==> config.mk <==
export PLATFORM = sky130hd
export DESIGN_NAME = uart_tx
export DESIGN_NICKNAME = d
export VERILOG_FILES = /design/src/rtl/uart_pkg.sv /design/src/rtl/uart_tx_bit_timer.sv /design/src/rtl/uart_tx.sv
export SDC_FILE = /design/constraint.sdc
export NUM_CORES = 1
export LEC_CHECK = 0
export ABC_AREA = 1
export BUFFER_PORTS_ARGS = -buffer_cell sky130_fd_sc_hd__buf_2
export CORE_UTILIZATION = 47
export CTS_CLUSTER_DIAMETER = 80
export DETAILED_ROUTE_END_ITERATION = 16
export MAX_ROUTING_LAYER = met4
export PLACE_DENSITY_LB_ADDON = 0.2
export SKIP_CTS_REPAIR_TIMING = 1
export SLEW_MARGIN = 10
export SYNTH_ARGS = -nofsm -noshare
export SYNTH_HDL_FRONTEND = slang
export SYNTH_SLANG_ARGS = --single-unit
==> constraint.sdc <==
create_clock -name clk -period 2.3 [get_ports clk]
set_input_delay 0.575 -clock clk [delete_from_list [all_inputs] [get_ports clk]]
set_output_delay 0.575 -clock clk [all_outputs]
set_load 0.05 [all_outputs]
==> src/rtl/uart_pkg.sv <==
// Shared UART definitions: frame FSM states, parity selectors and the legal
// prescale values used by both the transmitter and the receiver.
package uart_pkg;

   typedef enum logic [2:0] {
      ST_IDLE   = 3'd0,
      ST_START  = 3'd1,
      ST_DATA   = 3'd2,
      ST_PARITY = 3'd3,
      ST_STOP   = 3'd4
   } uart_state_e;

   localparam logic PAR_ODD  = 1'b1;
   localparam logic PAR_EVEN = 1'b0;

   localparam logic [5:0] PRESC_8  = 6'd8;
   localparam logic [5:0] PRESC_16 = 6'd16;
   localparam logic [5:0] PRESC_32 = 6'd32;

endpackage

==> src/rtl/uart_tx_bit_timer.sv <==
// 6-bit loadable down-counter that times one serial bit; tick is high while
// the count sits at zero.
module uart_tx_bit_timer (
   input  logic       clk,
   input  logic       rst_n,
   input  logic       load,
   input  logic       en,
   input  logic [5:0] load_val,
   output logic       tick
);

   logic [5:0] count_q;
   logic [5:0] count_d;

   // Load wins over counting; the counter parks at zero until reloaded.
   always_comb begin
      count_d = count_q;
      if (load) begin
         count_d = load_val;
      end else if (en && (count_q != 6'd0)) begin
         count_d = count_q - 6'd1;
      end
   end

   always_ff @(posedge clk) begin
      if (!rst_n) begin
         count_q <= 6'd0;
      end else begin
         count_q <= count_d;
      end
   end

   assign tick = (count_q == 6'd0);

endmodule

==> src/rtl/uart_tx.sv <==
// UART transmitter: start bit, DATA_WIDTH data bits LSB first, optional parity,
// one stop bit; every bit lasts the prescale value latched at accept.
module uart_tx
   import uart_pkg::*;
#(
   parameter int DATA_WIDTH = 8
) (
   input  logic                  clk,
   input  logic                  rst_n,
   input  logic [DATA_WIDTH-1:0] P_DATA,
   input  logic                  DATA_VALID,
   input  logic                  PAR_EN,
   input  logic                  PAR_TYP,
   input  logic [5:0]            prescale,
   output logic                  TX_OUT,
   output logic                  busy
);

   localparam int BIT_CNT_W = (DATA_WIDTH > 1) ? $clog2(DATA_WIDTH) : 1;
   localparam logic [BIT_CNT_W-1:0] LAST_BIT = BIT_CNT_W'(DATA_WIDTH - 1);

   uart_state_e           state_q, state_d;
   logic                  tx_out_q, tx_out_d;
   logic                  busy_q, busy_d;
   logic [DATA_WIDTH-1:0] shift_q, shift_d;
   logic [BIT_CNT_W-1:0]  bit_cnt_q, bit_cnt_d;
   logic [5:0]            presc_q, presc_d;
   logic                  par_en_q, par_en_d;
   logic                  par_bit_q, par_bit_d;

   logic                  timer_load;
   logic [5:0]            timer_val;
   logic                  tick;

   uart_tx_bit_timer u_bit_timer (
      .clk      (clk),
      .rst_n    (rst_n),
      .load     (timer_load),
      .en       (state_q != ST_IDLE),
      .load_val (timer_val),
      .tick     (tick)
   );

   // Handshake: DATA_VALID is accepted only at an edge where the FSM is IDLE
   // (busy=0 acts as ready); requests seen while busy=1 are dropped, not queued.
   always_comb begin
      state_d    = state_q;
      tx_out_d   = tx_out_q;
      busy_d     = busy_q;
      shift_d    = shift_q;
      bit_cnt_d  = bit_cnt_q;
      presc_d    = presc_q;
      par_en_d   = par_en_q;
      par_bit_d  = par_bit_q;
      timer_load = 1'b0;
      timer_val  = presc_q - 6'd1;

      case (state_q)
         ST_IDLE: begin
            tx_out_d = 1'b1;
            busy_d   = 1'b0;
            if (DATA_VALID) begin
               shift_d    = P_DATA;
               presc_d    = prescale;
               par_en_d   = PAR_EN;
               par_bit_d  = (PAR_TYP == PAR_ODD) ? ~^P_DATA : ^P_DATA;
               bit_cnt_d  = '0;
               state_d    = ST_START;
               tx_out_d   = 1'b0;
               busy_d     = 1'b1;
               timer_load = 1'b1;
               timer_val  = prescale - 6'd1;
            end
         end
         ST_START: begin
            if (tick) begin
               state_d    = ST_DATA;
               tx_out_d   = shift_q[0];
               bit_cnt_d  = '0;
               timer_load = 1'b1;
            end
         end
         ST_DATA: begin
            if (tick) begin
               timer_load = 1'b1;
               if (bit_cnt_q == LAST_BIT) begin
                  if (par_en_q) begin
                     state_d  = ST_PARITY;
                     tx_out_d = par_bit_q;
                  end else begin
                     state_d  = ST_STOP;
                     tx_out_d = 1'b1;
                  end
               end else begin
                  // Next bit is presented from shift_q[1] in the same edge the register shifts.
                  bit_cnt_d = bit_cnt_q + 1'b1;
                  shift_d   = shift_q >> 1;
                  tx_out_d  = shift_q[1];
               end
            end
         end
         ST_PARITY: begin
            if (tick) begin
               state_d    = ST_STOP;
               tx_out_d   = 1'b1;
               timer_load = 1'b1;
            end
         end
         ST_STOP: begin
            if (tick) begin
               state_d  = ST_IDLE;
               tx_out_d = 1'b1;
               busy_d   = 1'b0;
            end
         end
         default: begin
            state_d  = ST_IDLE;
            tx_out_d = 1'b1;
            busy_d   = 1'b0;
         end
      endcase
   end

   always_ff @(posedge clk) begin
      if (!rst_n) begin
         state_q   <= ST_IDLE;
         tx_out_q  <= 1'b1;
         busy_q    <= 1'b0;
         shift_q   <= '0;
         bit_cnt_q <= '0;
         presc_q   <= '0;
         par_en_q  <= 1'b0;
         par_bit_q <= 1'b0;
      end else begin
         state_q   <= state_d;
         tx_out_q  <= tx_out_d;
         busy_q    <= busy_d;
         shift_q   <= shift_d;
         bit_cnt_q <= bit_cnt_d;
         presc_q   <= presc_d;
         par_en_q  <= par_en_d;
         par_bit_q <= par_bit_d;
      end
   end

   assign TX_OUT = tx_out_q;
   assign busy   = busy_q;

endmodule

* Word-level counts from Yosys, hierarchy flattened
Cells that the tools add are included. W data, S select, Z words.
Operators by class: $add $sub $neg 4, equality and inequality tests 13, mux-type cells 33, bitwise operators 1, reductions and logical operators 18
Operators with widths (count):
- $mux W3 | 10
- $mux W6 | 4
- $mux W8 | 3
- $sub A6 B1 Y6 const B | 3
- $pmux W8 S2 | 1
- $pmux W3 S5 | 1
- $ne A2 B2 Y1 const B | 7
- $mux W1 | 10
- $pmux W3 S3 | 1
- $reduce_xnor A8 Y1 | 1
- $reduce_xor A8 Y1 | 1
- $eq A3 B2 Y1 const B | 2
- $eq A3 B3 Y1 const B | 2
- $logic_not A6 Y1 | 1
- $reduce_and A6 Y1 | 1
- $reduce_bool A3 Y1 | 2
- $reduce_bool A6 Y1 | 1
- $reduce_and A5 Y1 | 1
- $pmux W1 S4 | 1
- $reduce_and A2 Y1 | 2
- $reduce_and A4 Y1 | 1
- $reduce_bool A2 Y1 | 2
- $add A3 B1 Y3 const B | 1
- $eq A3 B1 Y1 const B | 1
- other kinds (9) | 9
Word-level totals: register bits 30, bits of input ports 19, output and inout bits 2, logic and storage cells 78

* Depth between registers and ports, before layout
depth after elaboration 4, gate-level depth with buffers 10, gate-level depth less buffers 10

* By module
Synthesis repeated with hierarchy kept, for this count alone.
Second synthesis, totals: cells, all modules 313, area, all modules 1978.1 µm²
By module, submodules not included:
- uart_tx | times used 1, cells each 244, area an instance 1550.2 µm²
- uart_tx_bit_timer | times used 1, cells each 69, area an instance 427.9 µm²

* Worst setup path after synthesis
OpenSTA, ideal clock, no wires.
path kind in2reg, from in prescale[0], to reg u_bit_timer.count_q[2], data arrival time 1.288 ns, path slack 0.895 ns, cell stages on the path 6, buffers on the path 0, path through inv_1 > ha_1 > xor2_1 > o21ai_0 > o21a_1 > nor2_1
On the way: cells in the longest elaborated chain, start to end 4
RTL lines:
- start, declared | line uart_tx.sv:14 | input logic [5:0] prescale,
- $sub A6 B1 Y6 | line uart_tx.sv:72 | timer_val = prescale - 6'd1;
- $mux W6 | line uart_tx.sv:62 | if (DATA_VALID) begin
- $mux W6 | line uart_tx.sv:58 | case (state_q)
- $mux W6 | line uart_tx_bit_timer.sv:18 | if (load) begin
- end signal, assigned | line uart_tx_bit_timer.sv:29 | count_q <= count_d;
- end, declared | line uart_tx_bit_timer.sv:12 | logic [5:0] count_q;
Every way passes these cells. A chain may end at the register's enable or synchronous reset.

* Worst setup path in the final report
from reg state_q[1], to reg shift_q[2]
On the way: cells in the longest elaborated chain, start to end 3, elaborated cells between the ends (all ways) 8, those cells by class eq/ne: 4; mux: 1; reduce/logical: 3
RTL lines:
- start, declared | line uart_tx.sv:22 | uart_state_e state_q, state_d;
- start signal, assigned | line uart_tx.sv:135 | state_q <= state_d;
- $eq A3 B2 Y1 / $logic_not A3 Y1 (equally long branches) | line uart_tx.sv:58
- $ne A2 B2 Y1 (no source line) / $reduce_bool A2 Y1 (equally long branches)
- $reduce_and A4 Y1 (no source line)
- end signal, assigned | line uart_tx.sv:138 | shift_q <= shift_d;
- end, declared | line uart_tx.sv:25 | logic [DATA_WIDTH-1:0] shift_q, shift_d;
Several ways; a longest one is shown, not always the timed one.

==> flow_summary.yaml <==
power:
  finalPower_uw: 2650
  swShare_pct: 46.8
  leakage_uw: 0.000997
  seqPwrFrac_pct: 30.9
  pwr-share-comb_pct: 54.1
  p_int_uw: 1410
  max-vdd-ir-drop_mv: 0.481
  switchingPower_uw: 1240
  power-per-cell-area_nw_per_um2: 1230
  clkPwrFrac_pct: 15.0
sta:
  max_slew_margin_pct: 76.4
  fmax_ghz: 0.644
  holdWs_ns: 0.448
  hold_viol: 0
  min_period_ns: 1.55
  skew_ns: 0.00518
  post-route-period-util_pct: 67.5
  rsz0062_at_grt: "no"
  finalSetupViolCount: 0
  slew_violations: 0
  finalSetupTns_ns: 0
  tightest_slew_ns: 0.353
  setup_ws_ns: 0.747
synthesis:
  ys_ff_latch: 30
  synth_area_sq_um: 1960
  synth_cell_type_count: 32
  syn_area_per_cell_sq_um: 6.94
  synth_nets: 307
  yosysWarnings: 0
  synth_enable_flop_cells: 0
  async_flop_share_pct: 0
  yosysSeqAreaShare_pct: 30.7
  postSynthCellCount: 282
  synthFlopType: "dfxtp_1"
worst_setup_path:
  crit_family: "flip-flops"
  worstPathRequired_ns: 2.46
  worst_path_max_delay_cell: "dfxtp_1"
  r2r_cells: 7
  r2r_slack_ns: 0.75
  crit_type: "reg2reg"
  cp.depth: 7
  r2r_end: "shift_q[2]$_SDFFE_PN0P_"
  regToRegStartpoint: "state_q[1]$_SDFFE_PN0P_"
  crit_path_max_fanout: 18
  crit_path_start_kind: "register"
  cp_cell_sequence: "nand3_4 > inv_4 > nand2_2 > nand2_2 > nand2_4 > o21ai_0 > a21oi_1"
  end_kind: "register"
  critPathCapture: "shift_q[2]$_SDFFE_PN0P_"
  critical-path-max-stage-delay_ns: 0.50
  arrival_ns: 1.72
  cp_num_buf_inv: 1
  crit_path_frequent_cell: "nand2_2"
  crit_path_start: "state_q[1]$_SDFFE_PN0P_"
cts:
  numCtsBuffers: 5
  tritoncts: "built"
  clock-sinks: 30
  path_clk_slew_ns: 0.06
  clock_latency_ns: 0.28
  htreeDepth: 2
  clock-root-buffer: "clkbuf_8"
  clk_path_buf_depth: 2
layout:
  final_nets: 329
  drive_gt1_share_pct: 17.8
  stdcell_count: 354
  diodes: 0
  syn_to_final_growth_pct: 10.2
drt:
  ant_nets: 0
  drt-initial-drc-count: 83
  wl_per_cell_microns: 11.4
  drt_wl_total_mm: 4.04
  via_count: 1786
  dr.pass1.iters: 4
  drc: 0
  vias_per_cell: 5.05
floorplanning:
  dieArea_sq_um: 4430
  fp.dieW_microns: 66.5
  start_util_pct: 48.9
  io_pins: 21
  rows: 23
  die_height_microns: 66.5
  core_sq_um: 4000
global_routing:
  global_route.usage.total_pct: 21.8
  grt_pass1_vias: 1707
  grt_start_max_net_pins: 22
  overflow: 0
  grt_first_pass_wirelength_mm: 7.01
  grt_antenna_before_repair: 0
placement:
  post-dp-hpwl_mm: 3.00
  dp_slack_ns: 0.594
  placed_cells: 347
  numPortBuffers: 20
  gp_congestion: 0.788
min_path:
  hold_path.class: "reg2reg"
status:
  status: "finished, final reports clean"
job:
  drv_cap: 0
worst min path at each step:
| stage | startpoint | endpoint | slack (ns) | depth (start not counted) |
|---|---|---|---|---|
| 2_1_floorplan | shift_q[2]$_SDFFE_PN0P_ | shift_q[2]$_SDFFE_PN0P_ | 0.43 | 2 |
| 3_3_place_gp | shift_q[3]$_SDFFE_PN0P_ | shift_q[3]$_SDFFE_PN0P_ | 0.43 | 2 |
| 3_5_place_dp | shift_q[3]$_SDFFE_PN0P_ | shift_q[3]$_SDFFE_PN0P_ | 0.44 | 2 |
| 4_1_cts | shift_q[3]$_SDFFE_PN0P_ | shift_q[3]$_SDFFE_PN0P_ | 0.45 | 2 |
| 5_1_grt | shift_q[3]$_SDFFE_PN0P_ | shift_q[3]$_SDFFE_PN0P_ | 0.48 | 2 |
| 6_report | shift_q[3]$_SDFFE_PN0P_ | shift_q[3]$_SDFFE_PN0P_ | 0.45 | 2 |
through the flow:
step | area [sq um] | util [%]
after CTS | 2160 | 53.9
after floorplan | 1960 | -
after detailed placement | 2080 | 52.0
final | 2160 | 53.9
after global routing | 2160 | 53.9
after global placement | 2080 | 52.0
cells by family (layout without fill, tap and decap cells):
| group | count (synthesis) | after routing | synth area share, % |
|---|---|---|---|
| flip-flops | 30 | 30 | 30.7 |
| AND/OR/NAND/NOR | 130 | 130 | 33.4 |
| adder cells (fa/ha/maj) | 6 | 6 | 3.84 |
| buffers and inverters | 43 | 65 | 9.78 |
| AO/OA/AOI/OAI | 64 | 64 | 18.2 |
| XOR/XNOR | 9 | 9 | 4.03 |
layer usage:
metal / wire length, microns / vias up / track usage [%]
met4: 87 / 0 / 9.57
li1: - / 966 / -
met2: 1850 / 28 / 36.7
met3: 134 / 8 / 5.65
met1: 1970 / 784 / 24.1
met5: 0 / - / -
state kept, by name (all words and copies together) (netlist names), 3 cells and up:
register and count:
shift_q 8, presc_q 6, state_q 3, bit_cnt_q 3, u_bit_timer.count_q 6
tightest hold or removal path, delay by kind of cell (launching register included):
| kind | cells | cell delay [ns] |
|---|---|---|
| AO/OA/AOI/OAI | 1 | 0.05 |
| buffers and inverters | 1 | 0.05 |
| flip-flops | 1 | 0.29 |
cell type report:
type	instances	area, sq um
multi-input combinational	209	1160
tap	50	62.6
sequential	30	601
clock buffer	7	76.3
timing repair buffer	21	108
fill	408	1840
inverter	37	144
cells in the mapped netlist, types with 2 or more instances:
| cell | count | area share [%] |
|---|---|---|
| a21oi_1 | 20 | 5.1 |
| a21oi_2 | 3 | 1.3 |
| buf_2 | 2 | 0.51 |
| buf_6 | 3 | 1.7 |
| dfxtp_1 | 30 | 31 |
| ha_1 | 6 | 3.8 |
| inv_1 | 31 | 5.9 |
| inv_2 | 3 | 0.58 |
| inv_4 | 2 | 0.64 |
| nand2_1 | 59 | 11 |
| nand2_2 | 2 | 0.64 |
| nand2_4 | 4 | 2.3 |
| nand3_1 | 22 | 5.6 |
| nand3_2 | 3 | 1.5 |
| nand4_1 | 7 | 2.2 |
| nor2_1 | 24 | 4.6 |
| nor2_4 | 4 | 2.3 |
| o21a_1 | 4 | 1.5 |
| o21ai_0 | 25 | 6.4 |
| o21ai_1 | 7 | 1.8 |
| o21ai_2 | 3 | 1.3 |
| xnor2_1 | 5 | 2.2 |
| xor2_1 | 4 | 1.8 |
power by group through the flow:
stage	clock network, uW	registers, uW	logic (uW)
floorplan	0	839	1200
global placement	0	826	1420
detailed placement	0	828	1440
CTS	416	817	1440
global route	439	838	1630
finish	397	819	1430
cell usage in the layout, fill, tap and decap left out, types with 4 or more instances in the layout:
master    synthesis  routed
o21a_1            4       4
xor2_1            4       4
clkbuf_8          0       5
nand4_1           7       7
nor2_1           24      24
o21ai_0          25      25
dfxtp_1          30      30
inv_1            31      31
nand2_4           4       4
o21ai_1           7       7
a21oi_1          20      20
ha_1              6       6
nand2_1          59      59
buf_2             2      20
xnor2_1           5       5
nor2_4            4       4
nand3_1          22      22
No activity file was read; power rests on OpenSTA's default activity.
